[src/rtl/detector_jogada.sv]
// detector_jogada: input conditioning for the four play switches.
// Synchronizes the raw switches, debounces press and release, accepts only
// one-hot presses and emits a single-cycle pulse per press-and-release.
// Port names follow the board-level interface; reset is active-low.
module detector_jogada #(
    parameter int WIDTH           = 4,
    parameter int DEBOUNCE_CYCLES = 4
) (
    input  logic             clock,
    input  logic             reset,
    input  logic             enable,
    input  logic             limpa,
    input  logic [WIDTH-1:0] chaves,
    output logic [WIDTH-1:0] jogada,
    output logic             jogada_feita,
    output logic             jogada_invalida,
    output logic [2:0]       db_estado
);

    localparam int CW = $clog2(DEBOUNCE_CYCLES + 1);
    localparam logic [CW-1:0] CNT_MAX = CW'(DEBOUNCE_CYCLES);

    typedef enum logic [2:0] {
        INICIAL        = 3'd0,
        ESPERA_ZERO    = 3'd1,
        ESPERA_JOGADA  = 3'd2,
        FILTRA         = 3'd3,
        REGISTRA       = 3'd4,
        ESPERA_SOLTURA = 3'd5
    } state_t;

    state_t           state_q, state_d;
    logic [WIDTH-1:0] sync1_q, sync2_q;
    logic [WIDTH-1:0] cand_q, cand_d;
    logic [WIDTH-1:0] jogada_q, jogada_d;
    logic [CW-1:0]    cnt_q, cnt_d;
    logic             feita_q, feita_d;
    logic             inval_q, inval_d;

    logic [WIDTH-1:0] chavesS;
    logic [CW-1:0]    cntInc;
    logic             isZero;
    logic             candOneHot;

    assign chavesS    = sync2_q;
    assign isZero     = (chavesS == '0);
    assign cntInc     = (cnt_q == CNT_MAX) ? cnt_q : cnt_q + CW'(1);
    assign candOneHot = (cand_q != '0) && ((cand_q & (cand_q - WIDTH'(1))) == '0);

    // Two-flop synchronizer for the asynchronous switch inputs
    always_ff @(posedge clock or negedge reset) begin
        if (!reset) begin
            sync1_q <= '0;
            sync2_q <= '0;
        end else begin
            sync1_q <= chaves;
            sync2_q <= sync1_q;
        end
    end

    // State, stability counter, candidate, play register and pulse registers
    always_ff @(posedge clock or negedge reset) begin
        if (!reset) begin
            state_q  <= INICIAL;
            cnt_q    <= '0;
            cand_q   <= '0;
            jogada_q <= '0;
            feita_q  <= 1'b0;
            inval_q  <= 1'b0;
        end else begin
            state_q  <= state_d;
            cnt_q    <= cnt_d;
            cand_q   <= cand_d;
            jogada_q <= jogada_d;
            feita_q  <= feita_d;
            inval_q  <= inval_d;
        end
    end

    // Next-state logic; pulses are computed in REGISTRA and registered so they appear one cycle later
    always_comb begin
        state_d  = state_q;
        cnt_d    = cnt_q;
        cand_d   = cand_q;
        jogada_d = jogada_q;
        feita_d  = 1'b0;
        inval_d  = 1'b0;

        case (state_q)
            INICIAL: begin
                cnt_d = '0;
                if (enable) begin
                    state_d = ESPERA_ZERO;
                end
            end
            ESPERA_ZERO, ESPERA_SOLTURA: begin
                if (isZero) begin
                    cnt_d = cntInc;
                    if (cntInc == CNT_MAX) begin
                        state_d = ESPERA_JOGADA;
                        cnt_d   = '0;
                    end
                end else begin
                    cnt_d = '0;
                end
            end
            ESPERA_JOGADA: begin
                if (!isZero) begin
                    state_d = FILTRA;
                    cand_d  = chavesS;
                    cnt_d   = CW'(1);
                end
            end
            FILTRA: begin
                if (isZero) begin
                    state_d = ESPERA_JOGADA;
                    cnt_d   = '0;
                end else if (chavesS != cand_q) begin
                    cand_d = chavesS;
                    cnt_d  = CW'(1);
                end else begin
                    cnt_d = cntInc;
                    if (cntInc == CNT_MAX) begin
                        state_d = REGISTRA;
                    end
                end
            end
            REGISTRA: begin
                if (candOneHot) begin
                    jogada_d = cand_q;
                    feita_d  = 1'b1;
                end else begin
                    inval_d = 1'b1;
                end
                state_d = ESPERA_SOLTURA;
                cnt_d   = '0;
            end
            default: begin
                state_d = INICIAL;
                cnt_d   = '0;
            end
        endcase

        if (!enable) begin
            state_d  = INICIAL;
            cnt_d    = '0;
            cand_d   = '0;
            jogada_d = jogada_q;
            feita_d  = 1'b0;
            inval_d  = 1'b0;
        end

        if (limpa) begin
            jogada_d = '0;
        end
    end

    assign jogada          = jogada_q;
    assign jogada_feita    = feita_q;
    assign jogada_invalida = inval_q;
    assign db_estado       = state_q;

endmodule

[config.mk]
export PLATFORM = sky130hd
export DESIGN_NAME = detector_jogada
export DESIGN_NICKNAME = d
export VERILOG_FILES = /design/src/rtl/detector_jogada.sv
export SDC_FILE = /design/constraint.sdc
export NUM_CORES = 1
export LEC_CHECK = 0
export CORE_ASPECT_RATIO = 1.25
export CORE_MARGIN = 2
export CORE_UTILIZATION = 55
export CTS_BUF_LIST = sky130_fd_sc_hd__clkbuf_8
export CTS_CLUSTER_DIAMETER = 120
export DETAILED_ROUTE_END_ITERATION = 8
export DONT_BUFFER_PORTS = 1
export PLACE_DENSITY = 0.71
export SLEW_MARGIN = 20
export SYNTH_ARGS = -nofsm -noshare
export SYNTH_HDL_FRONTEND = slang
export SYNTH_SLANG_ARGS = --single-unit
[constraint.sdc]
create_clock -name clock -period 2.6 [get_ports clock]
set_input_delay 0.39 -clock clock [delete_from_list [all_inputs] [get_ports clock]]
set_output_delay 0.39 -clock clock [all_outputs]
set_load 0.01 [all_outputs]
==> results.sh <==
export IMPL_worst_slack_ns=0.5330
export IMPL_syn_avg_cell_area_um2=11.11
export IMPL_ios=17
export IMPL_cts_tree="built"
export IMPL_critPathLaunchType="flop"
export IMPL_dr_pass1_iters=4
export IMPL_seq_area_frac_synth_pct=50.05
export IMPL_yosysMostFrequentCell="dfrtp_1"
export IMPL_synth_top_cells_by_count="dfrtp_1 (24), nor2_1 (9), mux2i_1 (8)"
export IMPL_cp_num_buf_inv=1
export IMPL_max_slew_worst_pin_slew_ns=0.5927
export IMPL_grt_pass1_vias=885
export IMPL_async_flop_share_pct=100.0
export IMPL_nets=122
export IMPL_crit_type="reg2reg"
export IMPL_cts_root_buf="clkbuf_8"
export IMPL_r2r_worst_path_cells=7
export IMPL_die_area_um2=2573
export IMPL_critical_path_cell_chain="inv_1 > ha_1 > or3b_1 > a311oi_2 > nand2_1 > o22a_1 > o2111a_1"
export IMPL_place_hpwl_um=1482
export IMPL_num_rows=18
export IMPL_slowest_delay_ns=0.45
export IMPL_drv_cap=0
export IMPL_place_inst=126
export IMPL_ys_ff_latch=24
export IMPL_cp_depth=7
export IMPL_clock_latency_ns=0.27
export IMPL_ant_nets=0
export IMPL_numCtsBuffers=3
export IMPL_leakagePower_uw=0.0006180
export IMPL_coreArea_um2=2027
export IMPL_hold_violations=0
export IMPL_grt_pass1_wl_um=3774
export IMPL_area_growth_pct=6.882
export IMPL_final_layout_size_suffix_gt1_share_pct=10.81
export IMPL_clock_skew_ns=0.007545
export IMPL_initial_core_util_pct=59.20
export IMPL_yosysUniqueCellTypes=38
export IMPL_cts_sinks=24
export IMPL_synthesis_area_um2=1200
export IMPL_path_max_fanout=7
export IMPL_end_kind="flop"
export IMPL_vias_per_cell=6.183
export IMPL_path_clk_slew_ns=0.08
export IMPL_worstPathRequired_ns=2.76
export IMPL_critPathTopFamily="compound AO/OA/AOI/OAI gates"
export IMPL_grt_max_degree=25
export IMPL_gp_congestion=0.9120
export IMPL_final_cell_count_no_fill=131
export IMPL_yosysTopAreaCell="dfrtp_1"
export IMPL_slew_headroom_pct=60.44
export IMPL_drc=0
export IMPL_critical_path_slowest_cell="dfrtp_1"
export IMPL_synth_ff_type="dfrtp_1"
export IMPL_setup_viol=0
export IMPL_portBuffers=0
export IMPL_yosysTopAreaCellShare_pct=50.05
export IMPL_drt_iter0_drc=10
export IMPL_arrival_ns=2.23
export IMPL_grt_usage_pct=19.78
export IMPL_total_power_uw=747.0
export IMPL_finalCriticalPeriod_ns=2.067
export IMPL_wl_per_cell_um=16.04
export IMPL_synth_enable_flop_cells=0
export IMPL_antenna_cells=0
export IMPL_grt_setup_unrepaired="no"
export IMPL_ctsLongestPathBuffers=2
export IMPL_regToRegSetupSlack_ns=0.53
export IMPL_die_x_um=45.78
export IMPL_dp_slack_ns=0.5338
export IMPL_finalMaxSlewViolations=0
export IMPL_power_density_nw_per_um2=582.5
export IMPL_syn_nets=118
export IMPL_ys_warn_count=0
export IMPL_max_freq_mhz=483.8
export IMPL_tns_ns=0
export IMPL_die_h_um=56.22
export IMPL_antenna_found_initial=0
export IMPL_hold_class="in2async"
export IMPL_ys_top_cells_by_area="dfrtp_1 (50%), mux2i_1 (6.7%), nor2b_1 (3.6%), xor2_1 (3.6%), nor2_1 (2.8%)"
export IMPL_grt_remaining_overflow=0
export IMPL_cts_htree_levels=1
export IMPL_post_cts_resized=0
export IMPL_syn_inst=108
export IMPL_peakVddDrop_mv=0.4469
export IMPL_finalCritPeriodShare_pct=79.50
export IMPL_status="finished, final reports clean"
export IMPL_r2r_end="db_estado[2]"
export IMPL_r2r_start="cnt_q[0]"
export IMPL_vias=810
export IMPL_wl_um=2101
## cell usage in the layout, fill, tap and decap left out, drive strengths merged, types with 2 or more instances in the layout
| cell type | n |
|---|---|
| mux2i | 8 |
| o31ai | 2 |
| a21boi | 2 |
| dfrtp | 24 |
| nor2b | 7 |
| and3 | 2 |
| a311oi | 2 |
| nand2 | 5 |
| ha | 2 |
| a21oi | 4 |
| nand3 | 2 |
| clkbuf | 3 |
| inv | 4 |
| buf | 2 |
| o21ai | 4 |
| nor2 | 9 |
| nor4 | 3 |
| xor2 | 5 |
| o22a | 2 |
| nand2b | 3 |
## report_power, final
group,total [µW],switching (µW),internal [µW]
clock network,321,115,206
logic,31.0,18.4,12.7
registers,395,12.9,382
## metal layers
metal | vias to the layer above | track usage (%) | part of all wire, %
li1 | 396 | - | -
met1 | 388 | 23.13 | 41
met2 | 19 | 32.39 | 52
met3 | 7 | 5.519 | 4.5
met4 | 0 | 8.980 | 2.8
met5 | - | 0 | 0
## cell type report
type	instances	area [µm²]
fillers	155	744.5
flip-flops and latches	24	600.6
multi-input cells	77	558.0
clock buffers	3	41.29
clock inverters	1	30.03
well taps	20	25.02
inverters	4	15.01
repair buffers	2	12.51
## how the worst max path moves through the flow
stage                  start  slack [ns]      endpoint
floorplan           cnt_q[0]        0.70  db_estado[2]
CTS                 cnt_q[0]        0.53  db_estado[2]
finish              cnt_q[0]        0.53  db_estado[2]
detailed placement  cnt_q[0]        0.53  db_estado[2]
global placement    cnt_q[0]        0.61  db_estado[2]
global route        cnt_q[0]        0.36  db_estado[2]
## cells by family (layout without fill, tap and decap cells)
| kind of cell | Yosys count | after routing | share of synthesized area (%) |
|---|---|---|---|
| DFF | 24 | 24 | 50.05 |
| xor gates and xnor gates | 5 | 5 | 3.649 |
| and+or+nand+nor | 37 | 37 | 17.83 |
| muxes | 8 | 8 | 6.674 |
| AOI/OAI and AO/OA | 25 | 25 | 16.27 |
| adders and majority gates | 2 | 2 | 2.085 |
| buffers and inverters | 7 | 10 | 3.440 |
## registers in the layout, summed over array words and instances, names as in the netlist
name             cells
jogada_feita         1
sync1_q              4
db_estado            3
cand_q               4
jogada               4
chavesS              4
cnt_q                3
jogada_invalida      1
## repair_timing
action / 4_1_cts / 5_1_grt
buffers inserted: 0 / 0
hold buffers: 1 / 0
hold endpoints to repair: 24 / 0
## per-stage QoR
stage          hold slack, ns  area (µm²)  utilization (%)
2_1_floorplan         0.09441        1200                -
3_3_place_gp          0.09480        1206            59.51
3_5_place_dp          0.09476        1206            59.51
4_1_cts                0.1380        1287            63.52
5_1_grt                0.1256        1282            63.27
6_report              0.08332        1282            63.27
(Power assumes the default switching activity.)
